File: src/rtl/ibex_sram_arb_pkg.sv
// ibex_sram_arb_pkg: owner/response types and address-window check shared by the SRAM arbiter.
package ibex_sram_arb_pkg;
  typedef enum logic {ArbInstr = 1'b0, ArbData = 1'b1} arb_owner_e;
  typedef struct packed {
    logic       valid;
    arb_owner_e owner;
    logic       we;
    logic       err;
  } rsp_t;
  // Unsigned wrap-around makes addresses below base land far outside the window.
  function automatic logic in_window(input logic [31:0] addr, input logic [31:0] base,
                                     input logic [31:0] size);
    return (addr - base) < size;
  endfunction
endpackage

File: src/rtl/ibex_sram_arb_rr.sv
// ibex_sram_arb_rr: 2-way round-robin picker; req/gnt bit 0 = instr, bit 1 = data.
module ibex_sram_arb_rr
  import ibex_sram_arb_pkg::*;
(
  input  logic       clk_i,
  input  logic       rst_ni,
  input  logic [1:0] req_i,
  output logic [1:0] gnt_o,
  output logic       tie_o
);
  arb_owner_e rr_last_q, rr_last_d;
  assign tie_o = &req_i;
  always_comb begin
    gnt_o     = tie_o ? ((rr_last_q == ArbInstr) ? 2'b10 : 2'b01) : req_i;
    rr_last_d = tie_o ? (gnt_o[1] ? ArbData : ArbInstr) : rr_last_q;
  end
  // Starting at ArbInstr lets data win the first tie after reset.
  always_ff @(posedge clk_i or negedge rst_ni) begin
    if (!rst_ni) rr_last_q <= ArbInstr;
    else         rr_last_q <= rr_last_d;
  end
endmodule

File: src/rtl/ibex_sram_arbiter.sv
// ibex_sram_arbiter: shares a 1-cycle-latency single-port SRAM between Ibex instr and data ports.
// Define IBEX_SRAM_ARB_STATS_EN to add saturating tie-cycle and out-of-window grant counters.
module ibex_sram_arbiter
  import ibex_sram_arb_pkg::*;
#(
  parameter logic [31:0] MemBase   = 32'h0010_0000,
  parameter logic [31:0] MemSize   = 32'h0001_0000,
  parameter int unsigned DataWidth = 33,
  localparam int unsigned AddrW    = $clog2(MemSize / 4)
) (
  input  logic                 clk_i,
  input  logic                 rst_ni,
  input  logic                 instr_req_i,
  output logic                 instr_gnt_o,
  input  logic [31:0]          instr_addr_i,
  output logic                 instr_rvalid_o,
  output logic [DataWidth-1:0] instr_rdata_o,
  output logic                 instr_err_o,
  input  logic                 data_req_i,
  output logic                 data_gnt_o,
  input  logic                 data_we_i,
  input  logic [3:0]           data_be_i,
  input  logic [31:0]          data_addr_i,
  input  logic [DataWidth-1:0] data_wdata_i,
  output logic                 data_rvalid_o,
  output logic [DataWidth-1:0] data_rdata_o,
  output logic                 data_err_o,
  output logic                 ram_req_o,
  output logic                 ram_we_o,
  output logic [AddrW-1:0]     ram_addr_o,
  output logic [DataWidth-1:0] ram_wdata_o,
  output logic [DataWidth-1:0] ram_wmask_o,
  input  logic [DataWidth-1:0] ram_rdata_i
`ifdef IBEX_SRAM_ARB_STATS_EN
  ,
  output logic [31:0]          stat_conflicts_o,
  output logic [31:0]          stat_errs_o
`endif
);
  logic [1:0]  gnt;
  logic        tie, any_gnt, sel_data, win, full, rd_ok;
  logic [31:0] addr, offset;
  rsp_t        rsp_d, rsp_q;

  ibex_sram_arb_rr u_rr (
    .clk_i  (clk_i),
    .rst_ni (rst_ni),
    .req_i  ({data_req_i, instr_req_i}),
    .gnt_o  (gnt),
    .tie_o  (tie)
  );

  assign instr_gnt_o = gnt[0];
  assign data_gnt_o  = gnt[1];
  assign any_gnt     = |gnt;
  assign sel_data    = gnt[1];
  assign addr        = sel_data ? data_addr_i : instr_addr_i;
  assign offset      = addr - MemBase;
  assign win         = in_window(addr, MemBase, MemSize);
  assign full        = data_be_i == 4'hF;

  assign ram_req_o   = any_gnt & win;
  assign ram_we_o    = ram_req_o & sel_data & data_we_i;
  assign ram_addr_o  = AddrW'(offset >> 2);
  // Tag is always written; a partial write clears it.
  assign ram_wdata_o = {data_wdata_i[DataWidth-1:32] & {(DataWidth-32){full}}, data_wdata_i[31:0]};
  assign ram_wmask_o = ram_we_o ? {{(DataWidth-32){1'b1}}, {8{data_be_i[3]}}, {8{data_be_i[2]}},
                                   {8{data_be_i[1]}}, {8{data_be_i[0]}}} : '0;

  always_comb begin
    rsp_d.valid = any_gnt;
    rsp_d.owner = sel_data ? ArbData : ArbInstr;
    rsp_d.we    = sel_data & data_we_i;
    rsp_d.err   = any_gnt & ~win;
  end

  always_ff @(posedge clk_i or negedge rst_ni) begin
    if (!rst_ni) rsp_q <= '0;
    else         rsp_q <= rsp_d;
  end

  assign rd_ok          = ~rsp_q.we & ~rsp_q.err;
  assign instr_rvalid_o = rsp_q.valid & (rsp_q.owner == ArbInstr);
  assign data_rvalid_o  = rsp_q.valid & (rsp_q.owner == ArbData);
  assign instr_err_o    = instr_rvalid_o & rsp_q.err;
  assign data_err_o     = data_rvalid_o & rsp_q.err;
  assign instr_rdata_o  = (instr_rvalid_o & rd_ok) ? ram_rdata_i : '0;
  assign data_rdata_o   = (data_rvalid_o & rd_ok) ? ram_rdata_i : '0;

`ifdef IBEX_SRAM_ARB_STATS_EN
  logic [31:0] stat_conflicts_q, stat_errs_q;
  always_ff @(posedge clk_i or negedge rst_ni) begin
    if (!rst_ni) begin
      stat_conflicts_q <= '0;
      stat_errs_q      <= '0;
    end else begin
      if (tie && !(&stat_conflicts_q)) stat_conflicts_q <= stat_conflicts_q + 32'd1;
      if (rsp_d.err && !(&stat_errs_q)) stat_errs_q <= stat_errs_q + 32'd1;
    end
  end
  assign stat_conflicts_o = stat_conflicts_q;
  assign stat_errs_o      = stat_errs_q;
`endif
endmodule

File: config.mk
export PLATFORM = sky130hd
export DESIGN_NAME = ibex_sram_arbiter
export DESIGN_NICKNAME = d
export VERILOG_FILES = /design/src/rtl/ibex_sram_arb_pkg.sv /design/src/rtl/ibex_sram_arb_rr.sv /design/src/rtl/ibex_sram_arbiter.sv
export SDC_FILE = /design/constraint.sdc
export NUM_CORES = 1
export LEC_CHECK = 0
export BUFFER_PORTS_ARGS = -buffer_cell sky130_fd_sc_hd__buf_2
export CORE_AREA = 2 2 115 117
export DETAILED_ROUTE_END_ITERATION = 8
export DIE_AREA = 0 0 117 119
export MAX_ROUTING_LAYER = met4
export PLACE_DENSITY = 0.49
export REMOVE_ABC_BUFFERS = 1
export SLEW_MARGIN = 40
export SYNTH_ARGS = -nofsm -noshare
export SYNTH_HDL_FRONTEND = slang
export SYNTH_HIERARCHICAL = 1
export SYNTH_SLANG_ARGS = --single-unit
File: constraint.sdc
create_clock -name clk_i -period 6.2 [get_ports clk_i]
set_clock_uncertainty 0.2 [all_clocks]
set_input_delay 1.24 -clock clk_i [delete_from_list [all_inputs] [get_ports clk_i]]
set_output_delay 1.24 -clock clk_i [all_outputs]
set_load 0.005 [all_outputs]
### Yosys cells after proc, flatten, opt, wreduce, memory -nomap -nowiden

Cells that the tools add are included.

| storage, ports and cells | value |
|---|---|
| flip-flop bits (word level) | 5 |
| input port bits | 139 |
| output and inout bits | 154 |

| cells by class | value |
|---|---|
| add/sub/neg operators | 1 |
| magnitude comparators | 1 |
| equality and inequality tests | 1 |
| multiplexer cells | 7 |
| bitwise logic cells | 17 |
| reductions and logical operators | 2 |

Operators with widths:

| operator | count |
|---|---|
| $mux W33 | 3 |
| $lt A32 B17 Y1 const B | 1 |
| $mux W32 | 1 |
| $sub A32 B21 Y32 const B | 1 |
| $and A1 B1 Y1 | 13 |
| $eq A4 B4 Y1 const B | 1 |
| $mux W2 | 2 |
| $not A1 Y1 | 4 |
| $reduce_and A2 Y1 | 1 |
| $reduce_or A2 Y1 | 1 |
| $mux W1 | 1 |

### Logic depth before layout (Yosys ltp)

Gate-level depths: netlist of the first run.

| depth | value |
|---|---|
| depth after elaboration | 9 |
| gate-level depth with buffers | 7 |
| gate-level depth less buffers | 5 |

### Hierarchy

The synthesis of the first run kept the hierarchy.

By module, submodules not included:

| module | instances | cells an instance | area an instance (um^2) | seq. area each (um^2) |
|---|---|---|---|---|
| ibex_sram_arbiter | 1 | 196 | 1467.7 | 100.1 |
| ibex_sram_arb_rr | 1 | 6 | 61.3 | 25.0 |

### Least setup slack after synthesis of the first run

No wires, ideal clock.

| timing path | value |
|---|---|
| path type | input port to output port |
| start point | input data_req_i |
| end point | output ram_wmask_o[10] |
| arrival time | 2891 ps |
| data required time | 4760 ps |
| slack | 1869 ps |
| stages on the path | 6 |
| path buffers | 2 |
| cells stage by stage | a21boi_0 -> buf_4 -> nor4b_1 -> a21oi_2 -> nor3_2 -> buf_4 |

| on the way | value |
|---|---|
| cells in the longest elaborated chain, start to end | 9 |
| elaborated cells between the ends (all ways) | 10 |
| classes of those cells | add/sub (1); order compare (1); mux (3); bitwise (3); reduce/logical (2) |

RTL lines:

| what | line | source |
|---|---|---|
| start, declared | ibex_sram_arbiter.sv:19 | `input logic data_req_i,` |
| $reduce_and A2 Y1 | ibex_sram_arb_rr.sv:12 | `assign tie_o = &req_i;` |
| $mux W2 * | ibex_sram_arb_rr.sv:14 | `gnt_o = tie_o ? ((rr_last_q == ArbInstr) ? 2'b10 : 2'b01) : req_i;` |
| $mux W32 | ibex_sram_arbiter.sv:57 | `assign addr = sel_data ? data_addr_i : instr_addr_i;` |
| $sub A32 B21 Y32 | ibex_sram_arb_pkg.sv:13 | `return (addr - base) < size;` |
| $lt A32 B17 Y1 | ibex_sram_arb_pkg.sv:13 |  |
| $and A1 B1 Y1 | ibex_sram_arbiter.sv:62 | `assign ram_req_o = any_gnt & win;` |
| $and A1 B1 Y1 * (2 in series) | ibex_sram_arbiter.sv:63 | `assign ram_we_o = ram_req_o & sel_data & data_we_i;` |
| $mux W33 * | ibex_sram_arbiter.sv:67 | `assign ram_wmask_o = ram_we_o ? {{(DataWidth-32){1'b1}}, {8{data_be_i[3]}}, {8{data_be_i[2]}},` |
| end, declared | ibex_sram_arbiter.sv:32 | `output logic [DataWidth-1:0] ram_wmask_o,` |

Every way passes the cells marked *; elsewhere a longest branch is shown, timed or not.

### Worst setup path in the final report of the first run

| timing path | value |
|---|---|
| start point | input instr_req_i |
| end point | output ram_wmask_o[23] |

| on the way | value |
|---|---|
| cells in the longest elaborated chain, start to end | 9 |
| elaborated cells between the ends (all ways) | 10 |
| classes of those cells | add/sub (1); order compare (1); mux (3); bitwise (3); reduce/logical (2) |

RTL lines:

| what | line | source |
|---|---|---|
| start, declared | ibex_sram_arbiter.sv:13 | `input logic instr_req_i,` |
| $reduce_and A2 Y1 | ibex_sram_arb_rr.sv:12 |  |
| $mux W2 * | ibex_sram_arb_rr.sv:14 |  |
| $mux W32 | ibex_sram_arbiter.sv:57 |  |
| $sub A32 B21 Y32 | ibex_sram_arb_pkg.sv:13 |  |
| $lt A32 B17 Y1 | ibex_sram_arb_pkg.sv:13 |  |
| $and A1 B1 Y1 | ibex_sram_arbiter.sv:62 |  |
| $and A1 B1 Y1 * (2 in series) | ibex_sram_arbiter.sv:63 |  |
| $mux W33 * | ibex_sram_arbiter.sv:67 |  |

Marks and branches as above.

==> results.tsv, run 1 <==
metric	value	unit
vias in the first global route	1737	
die width	117	µm
cell taking the most area after synthesis	buf_4	
Max VDD drop	0.210	mV
final hold vios	0	
Crit. End Element	output pin	
Gate Count Post-Synth	202	
area of the multi-input gates	903	µm²
wire per inst	13.2	µm
via density per instance	3.64	
Post-synth top cells	and2_1 (69), buf_4 (62), mux2_2 (14)	
htree depth	1	
leakage power	0.00150	µW
Avg Cell Area, Syn	7.57	µm²
Max Slew Vio Count	0	
clk sink count	5	
postcts setup bufs	0	
most common cell in the netlist	and2_1	
post-route setup TNS	0	ns
Final setup viols	0	
DRC	0	
synthesized area	0.00153	mm²
worst min-delay path category	flip-flop to flip-flop	
Total Wirelength	7130	µm
crit-path cells	buf_2 > a21boi_2 > nor4b_1 > a21oi_2 > nor3_2 > buf_2	
CP max FO	8	
post-synthesis sequential area ratio	8.18	%
synthesized flop and latch total	5	
antenna violations before repair	0	
post-cts gate resize count	0	
Post-synth ARST share	100	%
ant diodes	0	
status	finished clean	
GP Congestion	0.729	
CTS Hold Bufs	0	
Core Area	0.0129	mm²
grt total ovfl	0	
routed via count	1962	
Worst Tran Pin Value	0.555	ns
largest net degree at the start of global routing	34	
Top FF cell, synth	dfrtp_1	
fin util	19.3	%
filler instances	1417	
row count	42	
die height	119	µm
CTS clock-pin slew for the worst setup and hold paths	0.03	ns
crit path time final	4.37	ns
Worst Path Arrival	2.93	ns
Starting Density	11.9	%
Max Cap Violations	0	
main area contributors after synthesis	buf_4 (30%), and2_1 (28%), mux2_2 (10%), dfrtp_1 (8.2%), nor3_2 (2.6%)	
Synth cell types	29	
Routed Antenna Nets	0	
slowest CP cell	nor3_2	
DRC violation total after the first TritonRoute iteration	36	
Pwr Density	138	mW/mm²
register area	125	µm²
global-route wire length before repair	8940	µm
fmax	229	MHz
worst path required time	4.76	ns
Area growth, synth to finish	62.1	%
Die ar.	0.0139	mm²
Top-Level Pins	293	
startpoint types	input pin	
worst-case clock buffer depth	2	
share of cells above drive strength 1	70.5	%
final period utilization	70.4	%
RSZ-0062 raised after global routing	false	
GRT Overall Usage	9.17	%
critical path class	input pin to output pin	
hpwl dp	6370	µm
Post-synth EDFFs	0	
DR pass1 iterations	6	
Root Driver	clkbuf_16	
Nets	503	
YS warnings	6	
clk_lat worst skew	0.22	ns
input/output buffers	224	
CP max stage delay	0.53	ns
cts bufs inserted	3	
Slew headroom	62.8	%
Synth top area share	30.4	%
Crit path top cell by count	buf_2	
CTS tree	built	
[worst paths after layout]
kind	from	to	slack, ns	cells past startpoint
setup / recovery	instr_req_i	ram_wmask_o[23]	1.83	6
hold / removal	u_rr/rr_last_q	u_rr/rr_last_q	0.38	2
setup reg to reg	u_rr/rr_last_q	rsp_q[0]	4.38	5
hold reg to reg	u_rr/rr_last_q	u_rr/rr_last_q	0.38	2
max in group asynchronous	rst_ni	rsp_q[3]	5.04	1
min in group asynchronous	rst_ni	rsp_q[0]	0.62	1
[metal layers]
layer	GRT usage, %	share of wire [%]	vias up	wire, µm
met2	15.0	42	223	3030
met4	0.221	0.042	0	3
met1	9.89	40	829	2840
met5	-	0	-	0
met3	5.95	18	2	1260
li1	-	-	908	-
[layout make-up]
cell class / count / area share, %
clock buffer: 4 / 3.18
inverter: 2 / 0.303
multi-input combinational: 125 / 36.4
sequential: 5 / 5.05
tap: 176 / 8.88
timing repair buffer: 227 / 46.1
[cells by family after synthesis]
| kind of cell | count (synthesis) | synth area share, % |
|---|---|---|
| DFF | 5 | 8.18 |
| AOI/OAI and AO/OA | 6 | 3.85 |
| and+or+nand+nor | 103 | 43.5 |
| muxes | 14 | 10.3 |
| buffers and inverters | 72 | 33.0 |
| xor gates and xnor gates | 2 | 1.15 |
[stage by stage]
| stage | area (µm²) | instances | power (µW) | hold WS, ns | setup WS (ns) |
|---|---|---|---|---|---|
| finish | 2480 | 539 | 341 | 0.381 | 1.83 |
| global route | 2480 | 539 | 373 | 0.430 | 1.62 |
| CTS | 2480 | 539 | 348 | 0.380 | 1.76 |
| detailed placement | 2400 | 535 | 241 | 0.375 | 1.77 |
| global placement | 2400 | 535 | 237 | 0.370 | 1.82 |
| floorplan | 1030 | 132 | 131 | 0.317 | 0.843 |
[report_power, final]
| group | total [µW] | leakage, µW | switching [µW] | internal (µW) |
|---|---|---|---|---|
| Clock | 105 | 0.0000382 | 20.2 | 85.1 |
| Sequential | 47.9 | 0.0000592 | 6.77 | 41.1 |
| Combinational | 188 | 0.00140 | 83.6 | 104 |
| Total | 341 | 0.00150 | 111 | 230 |
[critical path, delay by kind of cell]
kind | cells | cell delay (ns)
AND/OR/NAND/NOR | 2 | 0.88
buffers and inverters | 2 | 0.34
AO/OA/AOI/OAI | 2 | 0.47
[sequential cells by signal (all words and copies together), names as in the netlist]
signal and count:
rsp_q 4, u_rr/rr_last_q 1
[placed cells by master (no fill, tap or decap), drive strengths merged, types with 2 or more instances in the layout]
master	netlist	final
nor2	5	5
inv	2	2
or3	2	2
mux2	14	14
nand3	2	2
dfrtp	5	5
a21boi	2	2
nor4	3	3
nand2	6	6
clkbuf	7	4
and2	70	70
nor4b	2	2
buf	63	227
nor3	6	6
nor3b	3	3
No activity file was read; power rests on OpenSTA's default activity.
==> inputs of run 2 (changes only) <==
Settings changed: CORE_AREA 2 2 115 117 to 2 2 114 116, DIE_AREA 0 0 117 119 to 0 0 116 118, PLACE_DENSITY 0.49 to 0.51.
Clock period 6.2 ns to 3.65 ns, I/O delays scaled along.
==> run 2 against run 1 <==
  * Register-to-register slack worse by 2.6 ns
  * Cell count shrank 0.56%
  * Routed wire length rose by 2.7%
  * Cell area up 0.10%
  * Global-route usage grew 0.63 points
  * Setup slack lost 1.5 ns
  * Via count did not move
  * Sequential share of layout area about the same
  * Non-clock buffer count is 1 higher
  * Die area shrank 1.7%
  * Critical path type unchanged
  * Critical endpoint is now ram_wmask_o[9]
  * Largest cell class unchanged
==> results.tsv, run 2 (synthesis results as in run 1) <==
metric	value	unit	change
status	finished clean		
Area growth, synth to finish	62.3	%	
grt total ovfl	0		unchanged
row count	41		-2.4%
max reg flops	4		unchanged
CTS tree	built		
htree depth	1		unchanged
Worst Tran Pin Value	0.495	ns	-0.0598 ns
clk_lat worst skew	0.22	ns	about the same
CP max FO	8		unchanged
Biggest register	rsp_q		
wire per inst	13.7	µm	+3.3%
Crit. End Element	output pin		
CTS clock-pin slew for the worst setup and hold paths	0.03	ns	about the same
Crit path top cell by count	buf_2		
r2r setup slk	1.79	ns	-2.59 ns
crit-path cells	buf_2 > a21boi_2 > nor4_1 > and4b_1 > a21oi_2 > nor3_2 > buf_2		
Nets	504		+0.20%
DRC violation total after the first TritonRoute iteration	30		-17%
post-cts gate resize count	0		unchanged
Final setup viols	0		unchanged
slowest CP cell	nor3_2		
Pwr Density	234	mW/mm²	+70%
crit path time final	3.33	ns	
cts bufs inserted	3		unchanged
GRT Overall Usage	9.80	%	+0.63 points
vias in the first global route	1801		+3.7%
post-route setup TNS	0	ns	unchanged
Worst Path Arrival	2.40	ns	-0.53 ns
ant diodes	0		unchanged
Max VDD drop	0.177	mV	-16%
leakage power	0.00150	µW	+0.33%
final hold vios	0		unchanged
worst path required time	2.72	ns	-2.04 ns
input/output buffers	224		unchanged
Slew headroom	67.0	%	+4.2 points
via density per instance	3.66		+0.56%
Largest regs	rsp_q: 4 flops, u_rr/rr_last_q: 1 flops		
DRC	0		unchanged
hpwl dp	6620	µm	+3.9%
Worst path top cell family by delay	simple AND/OR/NAND/NOR gates		
clk sink count	5		unchanged
global-route wire length before repair	9670	µm	+8.1%
Routed Antenna Nets	0		unchanged
WP buf/inv	2		unchanged
die height	118	µm	-0.84%
antenna violations before repair	0		unchanged
startpoint types	input pin		
worst setup path startpoint	data_req_i		
DR pass1 iterations	4		-2
GP Congestion	0.823		+13%
Core Area	0.0124	mm²	-3.6%
Max Slew Vio Count	0		unchanged
die width	116	µm	-0.85%
postcts setup bufs	0		unchanged
final period utilization	91.2	%	
Starting Density	12.3	%	+0.44 points
CP max stage delay	0.46	ns	-0.07 ns
share of cells above drive strength 1	70.6	%	+0.081 points
worst-case clock buffer depth	2		unchanged
routed via count	1962		unchanged
CTS Hold Bufs	0		unchanged
fmax	300	MHz	
most frequent cells in the layout	buf_2 (224), and2_1 (69), mux2_2 (14)		
commonest non-fill, non-tap cell in the layout	buf_2		
filler instances	1416		-0.071%
r2r startpoint	u_rr/rr_last_q		
Top-Level Pins	293		unchanged
RSZ-0062 raised after global routing	false		
Die ar.	0.0137	mm²	-1.7%
Root Driver	clkbuf_16		
Max Cap Violations	0		unchanged
largest net degree at the start of global routing	34		unchanged
Total Wirelength	7330	µm	+2.7%
Final WS setup	0.322	ns	-1.51 ns
critical path class	input pin to output pin		
pre-CTS WS	0.265	ns	-1.51 ns
worst min-delay path category	input pin to asynchronous set/reset pin		
-- run 2: cell count changes in the layout (fill, tap and decap cells not counted) --
| cell | previous run | this run |
|---|---|---|
| buf_4 | 3 | 4 |
-- run 2: metrics by stage --
| stage | utilization, % | std cells | area, µm² | power, µW | hold WS (ns) |
|---|---|---|---|---|---|
| floorplan | - | 132 | 1030 | 223 | 0.234 |
| global placement | 19.4 | 532 | 2400 | 407 | 0.354 |
| detailed placement | 19.4 | 532 | 2400 | 411 | 0.352 |
| CTS | 20.0 | 536 | 2480 | 592 | 0.117 |
| global route | 20.0 | 536 | 2480 | 630 | 0.125 |
| finish | 20.0 | 536 | 2480 | 580 | 0.115 |
-- run 2: final cells by class --
class	instances	area (µm²)	share of cell area (%)
sequential	5	125	5.04
clock buffer	4	78.8	3.18
tap	172	215	8.67
timing repair buffer	228	1150	46.4
inverter	2	7.51	0.303
multi-input combinational	125	903	36.4
-- run 2: report_power, final --
part           total (µW)  switching [µW]  internal, µW
clock                 177            32.5           144
sequential           85.8            16.0          69.8
combinational         318             139           179
total                 580             187           393
-- run 2: path summary, 6_finish.rpt --
| kind | to | depth (start not counted) |
|---|---|---|
| min in group clk_i | u_rr/rr_last_q | 2 |
| worst min-delay path | rsp_q[3] | 1 |
| max in group asynchronous | rsp_q[1] | 1 |
| worst max-delay path | ram_wmask_o[9] | 7 |
| worst min register to register | u_rr/rr_last_q | 2 |
| worst max register to register | rsp_q[0] | 5 |
-- run 2: metal layers --
layer | vias to the layer above | routed length, µm | GRT usage, %
li1 | 910 | - | -
met1 | 830 | 2740 | 10.3
met2 | 220 | 3210 | 16.0
met3 | 2 | 1320 | 5.82
met4 | 0 | 46 | 1.79
met5 | - | 0 | -
